### src/rtl/mem_access_stage.sv
// mem_access_stage
// Memory-access pipeline stage. It takes one ALU-stage result at a time and
// issues at most one load or store to the data cache. Load data is aligned and
// then sign- or zero-extended. Store data is shifted into byte lanes, with
// matching byte strobes. Results go to writeback through a valid/ready output
// register. Non-memory ops pass through in one cycle.
//
// Optional feature: define MM_MISALIGN_TRAP_EN to make a misaligned access
// fault. When the macro is undefined, a misaligned offset is aligned down
// instead.
//
// Ports
//   clk, reset        clock and synchronous active-high reset
//   in_*              upstream op (valid/ready); in_op = {mem, store, unsigned, log2 size}
//   dc_req_*          data-cache request (valid/ready), word-aligned address
//   dc_resp_*         data-cache response (load data or store ack)
//   out_*             registered writeback result (valid/ready)
module mem_access_stage #(
  parameter int DATA_WIDTH  = 64,
  parameter int ADDR_WIDTH  = 64,
  parameter int REGNO_WIDTH = 5
) (
  input  logic                      clk,
  input  logic                      reset,
  input  logic                      in_valid,
  output logic                      in_ready,
  input  logic [4:0]                in_op,
  input  logic [ADDR_WIDTH-1:0]     in_addr,
  input  logic [DATA_WIDTH-1:0]     in_store_data,
  input  logic [REGNO_WIDTH-1:0]    in_rd_regno,
  input  logic                      in_update_rd,
  output logic                      dc_req_valid,
  input  logic                      dc_req_ready,
  output logic [ADDR_WIDTH-1:0]     dc_req_addr,
  output logic                      dc_req_write,
  output logic [DATA_WIDTH-1:0]     dc_req_wdata,
  output logic [DATA_WIDTH/8-1:0]   dc_req_wstrb,
  input  logic                      dc_resp_valid,
  input  logic [DATA_WIDTH-1:0]     dc_resp_data,
  output logic                      out_valid,
  input  logic                      out_ready,
  output logic [DATA_WIDTH-1:0]     out_data,
  output logic [ADDR_WIDTH-1:0]     out_alu_result,
  output logic [REGNO_WIDTH-1:0]    out_rd_regno,
  output logic                      out_update_rd,
  output logic                      out_load,
  output logic                      out_fault
);

  localparam int STRB_W = DATA_WIDTH / 8;
  localparam int OFF_W  = $clog2(STRB_W);

  typedef enum logic [1:0] {IDLE, REQ, WAIT} state_t;
  state_t state;

  function automatic logic [3:0] nbytes_f(input logic [1:0] size);
    return 4'd1 << size;
  endfunction

  // Keep the low nbytes of the store value, then move them to the lane at off.
  function automatic logic [DATA_WIDTH-1:0] lane_wdata(input logic [DATA_WIDTH-1:0] data,
                                                       input logic [1:0] size,
                                                       input logic [OFF_W-1:0] off);
    logic [DATA_WIDTH-1:0] masked;
    int nb;
    nb = int'(nbytes_f(size));
    for (int i = 0; i < DATA_WIDTH; i++) masked[i] = (i < 8 * nb) ? data[i] : 1'b0;
    return masked << {off, 3'b000};
  endfunction

  function automatic logic [STRB_W-1:0] lane_wstrb(input logic [1:0] size,
                                                   input logic [OFF_W-1:0] off);
    logic [STRB_W-1:0] s;
    int nb;
    nb = int'(nbytes_f(size));
    for (int i = 0; i < STRB_W; i++) s[i] = (i < nb);
    return s << off;
  endfunction

  // Shift the addressed bytes down to bit 0, then extend above nbytes.
  function automatic logic [DATA_WIDTH-1:0] load_extend(input logic [DATA_WIDTH-1:0] resp,
                                                        input logic [1:0] size,
                                                        input logic [OFF_W-1:0] off,
                                                        input logic uns);
    logic [DATA_WIDTH-1:0] sh;
    logic [DATA_WIDTH-1:0] r;
    logic msb;
    int nb;
    nb  = int'(nbytes_f(size));
    sh  = resp >> {off, 3'b000};
    msb = 1'b0;
    for (int i = 0; i < DATA_WIDTH; i++) if (i == 8 * nb - 1) msb = sh[i];
    for (int i = 0; i < DATA_WIDTH; i++) r[i] = (i < 8 * nb) ? sh[i] : (uns ? 1'b0 : msb);
    return r;
  endfunction

  logic [OFF_W-1:0] off_raw;
  logic [OFF_W-1:0] size_mask;
  logic [OFF_W-1:0] off_use;
  logic             illegal;
  logic             fault;
  logic             accept;

  assign off_raw   = in_addr[OFF_W-1:0];
  assign size_mask = OFF_W'(nbytes_f(in_op[1:0]) - 4'd1);
  assign illegal   = nbytes_f(in_op[1:0]) > 4'(STRB_W);
`ifdef MM_MISALIGN_TRAP_EN
  assign off_use   = off_raw;
  assign fault     = in_op[4] && (illegal || ((off_raw & size_mask) != '0));
`else
  // Misaligned accesses are aligned down to the size boundary.
  assign off_use   = off_raw & ~size_mask;
  assign fault     = in_op[4] && illegal;
`endif

  assign in_ready = (state == IDLE) && (!out_valid || out_ready);
  assign accept   = in_valid && in_ready;

  // Stage p1: op context held while the cache access is in flight
  logic [ADDR_WIDTH-1:0]  alu_p1;
  logic [REGNO_WIDTH-1:0] rd_p1;
  logic                   upd_p1;
  logic                   store_p1;
  logic                   uns_p1;
  logic [1:0]             size_p1;
  logic [OFF_W-1:0]       off_p1;

  always_ff @(posedge clk) begin
    if (accept) begin
      alu_p1   <= in_addr;
      rd_p1    <= in_rd_regno;
      upd_p1   <= in_update_rd;
      store_p1 <= in_op[3];
      uns_p1   <= in_op[2];
      size_p1  <= in_op[1:0];
      off_p1   <= off_use;
    end
  end

  // Stage p2: request FSM and writeback output register
  always_ff @(posedge clk) begin
    if (reset) begin
      state          <= IDLE;
      dc_req_valid   <= 1'b0;
      dc_req_addr    <= '0;
      dc_req_write   <= 1'b0;
      dc_req_wdata   <= '0;
      dc_req_wstrb   <= '0;
      out_valid      <= 1'b0;
      out_data       <= '0;
      out_alu_result <= '0;
      out_rd_regno   <= '0;
      out_update_rd  <= 1'b0;
      out_load       <= 1'b0;
      out_fault      <= 1'b0;
    end else begin
      if (out_ready) out_valid <= 1'b0;
      case (state)
        IDLE: begin
          if (accept) begin
            if (!in_op[4] || fault) begin
              out_valid      <= 1'b1;
              out_data       <= '0;
              out_alu_result <= in_addr;
              out_rd_regno   <= in_rd_regno;
              out_update_rd  <= in_update_rd && !fault;
              out_load       <= in_op[4] && !in_op[3];
              out_fault      <= fault;
            end else begin
              state        <= REQ;
              dc_req_valid <= 1'b1;
              dc_req_addr  <= {in_addr[ADDR_WIDTH-1:OFF_W], OFF_W'(0)};
              dc_req_write <= in_op[3];
              dc_req_wdata <= in_op[3] ? lane_wdata(in_store_data, in_op[1:0], off_use) : '0;
              dc_req_wstrb <= in_op[3] ? lane_wstrb(in_op[1:0], off_use) : '0;
            end
          end
        end
        REQ: begin
          if (dc_req_ready) begin
            state        <= WAIT;
            dc_req_valid <= 1'b0;
          end
        end
        WAIT: begin
          if (dc_resp_valid) begin
            state          <= IDLE;
            out_valid      <= 1'b1;
            out_data       <= store_p1 ? '0 : load_extend(dc_resp_data, size_p1, off_p1, uns_p1);
            out_alu_result <= alu_p1;
            out_rd_regno   <= rd_p1;
            out_update_rd  <= upd_p1;
            out_load       <= !store_p1;
            out_fault      <= 1'b0;
          end
        end
        default: state <= IDLE;
      endcase
    end
  end

endmodule

### config.mk
export PLATFORM = sky130hd
export DESIGN_NAME = mem_access_stage
export DESIGN_NICKNAME = d
export VERILOG_FILES = /design/src/rtl/mem_access_stage.sv
export SDC_FILE = /design/constraint.sdc
export NUM_CORES = 1
export LEC_CHECK = 0
export CAP_MARGIN = 20
export CORE_MARGIN = 5
export CORE_UTILIZATION = 47
export DETAILED_ROUTE_END_ITERATION = 16
export PLACE_DENSITY = 0.9
export SLEW_MARGIN = 20
export SYNTH_ARGS = -nofsm -noshare
export SYNTH_HDL_FRONTEND = slang
export SYNTH_SLANG_ARGS = --single-unit
### constraint.sdc
create_clock -name clk -period 8.51 [get_ports clk]
set_input_delay 0.851 -clock clk [delete_from_list [all_inputs] [get_ports clk]]
set_output_delay 0.851 -clock clk [all_outputs]
set_load 0.005 [all_outputs]
Yosys cells after proc, flatten, opt, wreduce, memory -nomap -nowiden
Cells that the tools add are included.

Bits in registers: 351. Input port bits: 209. Output and inout bits: 276.

Add/subtract/negate cells: 2. Magnitude comparators: 137. Equal/unequal tests: 70. Shift-type cells: 5. Mux-type cells: 234. Bitwise operators: 3. Reductions and logical operators: 20.

Operators with widths (number): 2-to-1 mux 64 bit (8); less-than comparator 6 x 7 -> 1 bit (first input constant) (64); equality test 7 x 8 -> 1 bit (first input constant) (32); case mux 64 bit (2 select lines) (2); less-than comparator 5 x 7 -> 1 bit (first input constant) (32); 2-to-1 mux 1 bit (209); equality test 6 x 8 -> 1 bit (first input constant) (16); less-than comparator 4 x 7 -> 1 bit (first input constant) (16); equality test 5 x 8 -> 1 bit (first input constant) (8); << shifter 64 x 6 -> 64 bit (1); right shift 64 x 6 -> 64 bit (1); less-than comparator 3 x 7 -> 1 bit (first input constant) (8); equality test 4 x 8 -> 1 bit (first input constant) (4); zero test 32 bit (1); less-than comparator 1 x 7 -> 1 bit (first input constant) (4); less-than comparator 2 x 7 -> 1 bit (first input constant) (4); equality test 3 x 8 -> 1 bit (first input constant) (2); less-than comparator 3 x 4 -> 1 bit (first input constant) (4); 2-to-1 mux 5 bit (3); AND reduction 4 bit (3); case mux 1 bit (2 select lines) (5); case mux 5 bit (2 select lines) (1); equality test 2 x 8 -> 1 bit (first input constant) (1); less-than comparator 1 x 4 -> 1 bit (first input constant) (2); other kinds (22) (40).

Depth between registers and ports, before layout
Gate-level depths: netlist of the first run.

Depth after elaboration: 72. Depth in mapped cells: 12.

Least setup slack after synthesis of the first run
No wires, ideal clock.

Path type: input -> register. Start point: input out_ready. End point: register alu_p1[0] (enable). Library setup time: 607 ps. Arrival: 6242 ps. Path slack: 1661 ps. Stages on the path: 3. Buffers on the path: 0. Path through: nand2b_1 -> nand2_1 -> nor3_1.

Longest elaborated chain between the ends: 3.

Ends and longest elaborated chain: from (decl) (line 41) `input logic out_ready,`; logical OR 1 bit (line 116) `assign in_ready = (state == IDLE) && (!out_valid || out_ready);`; logical AND 1 bit (line 116); logical AND 1 bit (line 117) `assign accept = in_valid && in_ready;`; named net accept (line 102) `logic accept;`; to (signal assigned) (line 130) `alu_p1 <= in_addr;`; to (decl) (line 120) `logic [ADDR_WIDTH-1:0] alu_p1;`.

The timed path passes the listed nets, and every way through them passes these cells. A chain may end at the register's enable or synchronous reset.

Worst setup path in the final report of the first run
Start point: input in_op[1]. End point: register dc_req_wdata[54].

Longest elaborated chain between the ends: 6. Elaborated cells between the ends (all ways): 27.

Ends and longest elaborated chain: from (decl) (line 27) `input logic [4:0] in_op,`; << shifter 1 x 2 -> 4 bit * (line 57) `return 4'd1 << size;`; branches (longest 5 deep; another with less-than comparator 3 x 7 -> 1 bit); to (signal assigned) (line 174) `dc_req_wdata <= in_op[3] ? lane_wdata(in_store_data, in_op[1:0], off_use) : '0;`; to (decl) (line 36) `output logic [DATA_WIDTH-1:0] dc_req_wdata,`.

Every way passes the cells marked *.

==> summary.md, run 1 <==
| Metric | Value |
|---|---|
| Number of flops mapped to enable cells by yosys | `77` |
| Core area | `31700 µm²` |
| Least-Margin Pin Slew | `1.10 ns` |
| F_max | `0.239 GHz` |
| Chip height | `190 µm` |
| Commonest non-fill, non-tap cells in the layout | `clkdlybuf4s50_1, dfxtp_1, nand2_1` |
| Sequential fraction of design power | `0.437` |
| Worst path bufs/invs | `2` |
| Type of origin of the critical path | `primary input` |
| Die width | `190 µm` |
| Lkg Pwr | `0.00747 µW` |
| Critical path's slowest cell | `clkdlybuf4s50_1` |
| Cells after Synth | `1610` |
| IO Port Bufs | `481` |
| Outcome | `complete, no violations` |
| Critical path's most frequent cell | `nor2_1` |
| CTS Hold Bufs | `0` |
| Top_reg_cell synth | `dfxtp_1` |
| Final setup vio count | `0` |
| WL met1 | `20.2 mm` |
| Max clock buf depth | `3` |
| Syn-to-layout area delta | `41.3%` |
| Critical path type | `in -> reg` |
| Slew Viols, Final | `0` |
| All-Layer GR Usage | `0.287` |
| Synth Area in Compound Gates | `0.214` |
| DR WL met3 | `5.67 mm` |
| Drt drc | `0` |
| Clock share of power | `0.412` |
| Die Area | `35900 µm²` |
| Max Used Layer | `met5` |
| Synth Cell Area | `15200 µm²` |
| Worst skew pair latency | `0.53 ns` |
| Largest net degree at the start of global routing | `115` |
| Biggest area consumer among synthesized cells | `dfxtp_1` |
| Clock transition at path regs | `0.06 ns` |
| Final min period | `4.18 ns` |
| Cell Chain, Critical Path | `clkdlybuf4s50_1, or2_2, ha_1, nand2_1, inv_1, nor2_1, a22o_1, a221oi_1, nor2_1` |
| Relative slew slack | `0.264` |
| Total Neg Setup Slack | `0 ns` |
| CP delay by family, top | `buffers and inverters` |
| Final period utilization | `0.491` |
| Met2 wire length | `25.7 mm` |
| Hold Path Class | `reg -> reg` |
| Synth Area in Adders | `0.00330` |
| Switching pwr | `1060 µW` |
| End-of-flow core utilization | `0.675` |
| WL/cell | `22.4 µm` |
| Vias in the first global route | `14545` |
| DR iter-0 viols | `1277` |
| Ports | `485` |
| Worst Path Required | `8.86 ns` |
| Vias post-DR | `14683` |
| CTS sink count | `351` |
| Pwr/cell area | `195 nW/µm²` |
| Yosys warning count | `0` |
| Remaining Overflow, GRT | `0` |
| Hold Path Cell Cnt | `2` |
| Synth Area in XOR/XNOR | `0` |
| Worst EP arrival | `4.53 ns` |
| Vias per cell | `6.01` |
| Crit-path max FO | `31` |
| Sw Ratio | `0.255` |
| Clock Skews | `0.0204 ns` |
| Multiplexer share of the synthesized area | `0.102` |
| CTS root buffer | `clkbuf_16` |
| Proportion of synthesized chip area in sequential cells | `0.514` |
| Comb pwr share | `0.151` |
| Fin nets | `2223` |
| Largest family of logic cells by synthesized area | `compound AO/OA/AOI/OAI gates` |
| Total CTS buffers | `39` |
| R2R cell count | `7` |
| Initial Util | `0.478` |
| CTS H-tree lvls | `2` |
| Max-Cap Viols | `0` |
| Mapped Avg Cell Area | `9.42 µm²` |
| Critical path depth | `9` |
| Internal | `3110 µW` |
| Placer Congestion | `0.939` |
| Fraction of registers with async set/reset | `0` |
| #FFs+latches synth | `351` |
| Layout cells sized above 1 | `0.0603` |
| Synth unique cells | `57` |
| Total routed wirelength | `54.7 mm` |
| Critical Path Sink Type | `flop` |
| Worst stage delay on the critical path | `0.80 ns` |
| Final hold violation count | `0` |
| Drt pass-1 iters | `6` |
| Routed Antenna Nets | `0` |
| Unrepaired setup endpoints after global routing | `no` |
| Area contributors post-synth | `dfxtp_1, edfxtp_1, mux2i_1` |
| Initial antenna violation count | `2` |
| Peak supply drop | `0.000170 V` |
| Simple-Gate Fraction of Synth Area | `0.124` |
| CTS tree | `done` |
| Commonest non-fill, non-tap cell in the layout | `clkdlybuf4s50_1` |
| Post_cts resized | `0` |
| Post-CTS setup buffers | `0` |
| Final HPWL from detailed placement | `38.7 mm` |
| Yosys top cell area share | `0.362` |
| First-pass GRT wire length | `83.0 mm` |
| Row count | `65` |
[stage by stage]
step           cells  hold WS [ns]  area (µm²)  total power [µW]  setup slack (ns)
2_1_floorplan   1612         0.442       15200              2160              1.66
3_3_place_gp    2371         0.441       20100              2460              3.89
3_5_place_dp    2371         0.447       20100              2480              3.79
4_1_cts         2441         0.455       21400              4200              4.30
5_1_grt         2442         0.468       21400              4330              4.09
6_report        2442         0.451       21400              4180              4.33
[logic make-up after synthesis]
| kind of cell | after synthesis |
|---|---|
| AO/OA/AOI/OAI | 487 |
| adder cells (fa/ha/maj) | 4 |
| buffers and inverters | 157 |
| flip-flops | 351 |
| multiplexers | 150 |
| other | 1 |
| AND/OR/NAND/NOR | 460 |
[worst min-delay path: stages, from the launching register on]
cell,delay (ns)
dfxtp_1,0.30
nand2_1,0.05
a21oi_1,0.05
[Yosys cell counts, types with 4 or more instances]
master,instances
nor3_1,24
a21oi_1,162
mux2_2,25
o2bb2ai_1,5
a22o_1,23
o21ai_0,49
nand2b_1,10
dfxtp_1,274
clkbuf_1,104
or2_2,5
a311oi_1,6
nand2_1,210
buf_1,16
edfxtp_1,77
buf_4,7
o211ai_1,8
nand3_1,13
mux2i_1,124
nor2_1,180
a22oi_1,90
a221oi_1,30
a211oi_1,79
inv_1,18
o22ai_1,9
ha_1,4
buf_2,10
[path summary, 6_finish.rpt]
| check | start | end | slack, ns |
|---|---|---|---|
| setup / recovery | in_op[1] | dc_req_wdata[54] | 4.33 |
| hold / removal | dc_req_write | dc_req_write | 0.45 |
| hold reg to reg | dc_req_write | dc_req_write | 0.45 |
| setup reg to reg | off_p1[1] | out_data[5] | 5.17 |
[power by group through the flow]
stage | Combinational, µW | Clock [µW] | Sequential (µW)
after floorplan | 300 | 0 | 1860
after global placement | 608 | 0 | 1860
after detailed placement | 621 | 0 | 1860
after CTS | 627 | 1750 | 1830
after global routing | 679 | 1820 | 1830
final | 633 | 1720 | 1830
[registers in the layout, summed over array words and instances (netlist names)]
| name | cells |
|---|---|
| state | 2 |
| out_valid | 1 |
| dc_req_write | 1 |
| out_fault | 1 |
| out_update_rd | 1 |
| off_p1 | 3 |
| dc_req_addr | 61 |
| store_p1 | 1 |
| out_alu_result | 64 |
| uns_p1 | 1 |
| rd_p1 | 5 |
| dc_req_wdata | 64 |
| size_p1 | 2 |
| dc_req_valid | 1 |
| dc_req_wstrb | 8 |
| out_rd_regno | 5 |
| upd_p1 | 1 |
| out_data | 64 |
| out_load | 1 |
| alu_p1 | 64 |
[routing by layer]
layer  vias up  GRT usage
li1       6664          -
met1      6884      0.346
met2       952      0.476
met3       181     0.0745
met4         2      0.145
met5         -          0
[layout make-up]
type	count	area [µm²]
Clock buffer	56	1150
Timing Repair Buffer	495	4930
Tap cell	402	503
Clock inverter	14	169
Fill cell	2392	10300
Multi-Input combinational cell	1104	6800
Sequential cell	351	7800
Inverter	19	71.3
Antenna cell	1	2.50
No activity file was read; power rests on OpenSTA's default activity.
==> run 2, diff against run 1 <==
--- a/config.mk
+++ b/config.mk
@@ -7,9 +7,9 @@
 export LEC_CHECK = 0
 export CAP_MARGIN = 20
 export CORE_MARGIN = 5
-export CORE_UTILIZATION = 47
+export CORE_UTILIZATION = 42
 export DETAILED_ROUTE_END_ITERATION = 16
-export PLACE_DENSITY = 0.9
+export PLACE_DENSITY = 0.86
 export SLEW_MARGIN = 20
 export SYNTH_ARGS = -nofsm -noshare
 export SYNTH_HDL_FRONTEND = slang
==> constraint.sdc (replaced) <==
create_clock -name clk -period 3.4 [get_ports clk]
set_input_delay 0.34 -clock clk [delete_from_list [all_inputs] [get_ports clk]]
set_output_delay 0.34 -clock clk [all_outputs]
set_load 0.005 [all_outputs]
==> run 2 against run 1 <==
Against the previous run:
- largest cell class unchanged
- combinational power increased to 2.5 times the previous value
- final area increased by 1.3%
- non-clock buffer count grew 25
- core utilization is 6.6 points lower
- flip-flop and latch count unchanged
- worst hold slack worse by 0.065 ns
- critical path depth is 1 lower
- sequential power increased to 2.5 times the previous value
- sequential share of layout area down 0.45 points
- largest power group unchanged
==> summary.md, run 2 (synthesized netlist as in run 1, its figures left out) <==
| Metric | Value |
|---|---|
| All-Layer GR Usage | `0.261` |
| Switching pwr | `2680 µW` |
| Finished Cell Area | `21700 µm²` |
| First-pass GRT wire length | `83.0 mm` |
| CTS sink count | `351` |
| Hold Path Class | `in -> reg` |
| Placement Cell Area | `20400 µm²` |
| Die Area | `40000 µm²` |
| RR Endpoint | `out_data[3]` |
| Worst EP arrival | `3.13 ns` |
| Fillers | `2901` |
| Placer Congestion | `0.942` |
| Internal | `7730 µW` |
| Pwr/cell area | `480 nW/µm²` |
| Final period utilization | `0.799` |
| Final HPWL from detailed placement | `40.3 mm` |
| Final setup vio count | `0` |
| F_max | `0.368 GHz` |
| Worst hold start | `in_op[2]` |
| CTS Hold Bufs | `0` |
| Row count | `69` |
| IO Port Bufs | `481` |
| Outcome | `complete, no violations` |
| Fin nets | `2248` |
| Remaining Overflow, GRT | `0` |
| Hold Path Sink | `uns_p1` |
| Routed Antenna Nets | `0` |
| Total routed wirelength | `55.9 mm` |
| CTS H-tree lvls | `2` |
| WL/cell | `22.1 µm` |
| Syn-to-layout area delta | `43.1%` |
| Sw Ratio | `0.257` |
| Clock transition at path regs | `0.06 ns` |
| Total CTS buffers | `39` |
| Comb pwr share | `0.154` |
| Reg2reg setup slack | `0.68 ns` |
| Ports | `485` |
| Drt drc | `0` |
| Type of origin of the critical path | `flop` |
| Final min period | `2.72 ns` |
| Clock share of power | `0.406` |
| Vias per cell | `5.83` |
| CTS tree | `done` |
| Vias in the first global route | `14566` |
| Initial Util | `0.426` |
| Commonest non-fill, non-tap cell in the layout | `clkdlybuf4s50_1` |
| DR iter-0 viols | `1176` |
| Total Neg Setup Slack | `0 ns` |
| Placed insts | `2455` |
| Sequential fraction of design power | `0.440` |
| Largest net degree at the start of global routing | `126` |
| Relative slew slack | `0.390` |
| Worst flop-to-flop path startpoint | `off_p1[2]` |
| CTS root buffer | `clkbuf_16` |
| Total power | `10400 µW` |
| Cell Count, Final, Fillers Out | `2528` |
| Slew Viols, Final | `0` |
| Vias post-DR | `14729` |
| Least-Margin Pin Slew | `0.916 ns` |
| Commonest non-fill, non-tap cells in the layout | `clkdlybuf4s50_1, dfxtp_1, nand2_1` |
| Core area | `35600 µm²` |
| Worst Path Required | `3.82 ns` |
| Drt pass-1 iters | `5` |
| R2R cell count | `8` |
| Crit-path max FO | `33` |
| End-of-flow core utilization | `0.610` |
| Critical Path Sink Type | `flop` |
| Initial antenna violation count | `5` |
| Clock Skews | `0.0115 ns` |
| Post_cts resized | `0` |
| Chip height | `200 µm` |
| Layout cells sized above 1 | `0.0712` |
| Final hold violation count | `0` |
| Critical path type | `reg -> reg` |
| Post-CTS setup buffers | `0` |
| Max-Cap Viols | `0` |
| Hold Path Cell Cnt | `1` |
| Die width | `200 µm` |
| Lkg Pwr | `0.00760 µW` |
| Peak supply drop | `0.000533 V` |
| Unrepaired setup endpoints after global routing | `no` |
| Max clock buf depth | `3` |
| Worst skew pair latency | `0.53 ns` |
[run 2: cell types whose count changed in the layout (fill, tap and decap cells not counted), sizes merged]
cell    before  now
buf         14   39
clkinv       9    6
inv         20   23
bufinv       3    1
clkbuf      57   59
diode        1    3
[run 2: power by group through the flow]
stage          sequential (µW)  clock (µW)  combinational [µW]
3_5_place_dp              4670           0                1580
5_1_grt                   4600        4460                1720
3_3_place_gp              4660           0                1550
4_1_cts                   4580        4310                1590
6_report                  4580        4220                1600
2_1_floorplan             4650           0                 753
[run 2: worst max-delay path, stage by stage (launching register included)]
cell,delay (ns)
edfxtp_1,0.60
buf_4,0.39
inv_2,0.20
nand3_1,0.14
a31oi_1,0.20
a2111oi_4,0.40
buf_4,0.28
a221oi_1,0.11
a311oi_1,0.28
[run 2: through the flow]
stage          hold WS (ns)  worst slack, ns
3_5_place_dp          0.445         -0.00673
4_1_cts               0.360            0.535
2_1_floorplan         0.439            0.593
5_1_grt               0.373            0.484
6_report              0.386            0.684
3_3_place_gp          0.441            0.165
[run 2: per-layer routing]
layer	vias to the layer above	GRT usage	routed length (µm)
li1	6716	-	-
met1	6981	0.329	21200
met2	847	0.423	26200
met3	179	0.0715	5740
met4	6	0.117	2700
met5	-	0	40
[run 2: worst max path at each step]
| stage | from | endpoint | slack, ns | depth (start not counted) |
|---|---|---|---|---|
| detailed placement | in_op[1] | dc_req_wdata[34] | -0.007 | 9 |
| finish | off_p1[2] | out_data[3] | 0.68 | 8 |
| global route | off_p1[2] | out_data[3] | 0.48 | 8 |
| CTS | in_op[1] | dc_req_wdata[34] | 0.54 | 9 |
| global placement | in_op[1] | dc_req_wdata[32] | 0.16 | 9 |
| floorplan | out_ready | alu_p1[0] | 0.59 | 3 |
[run 2: final cells by class]
type                            instances  area (µm²)  share of cell area
Antenna cell                            3        7.51            0.000346
Clock buffer                           58        1190              0.0549
Clock inverter                         12         100             0.00461
Inverter                               19        71.3             0.00329
Multi-Input combinational cell       1104        6790               0.313
Sequential cell                       351        7800               0.359
Tap cell                              461         577              0.0266
Timing Repair Buffer                  520        5160               0.238
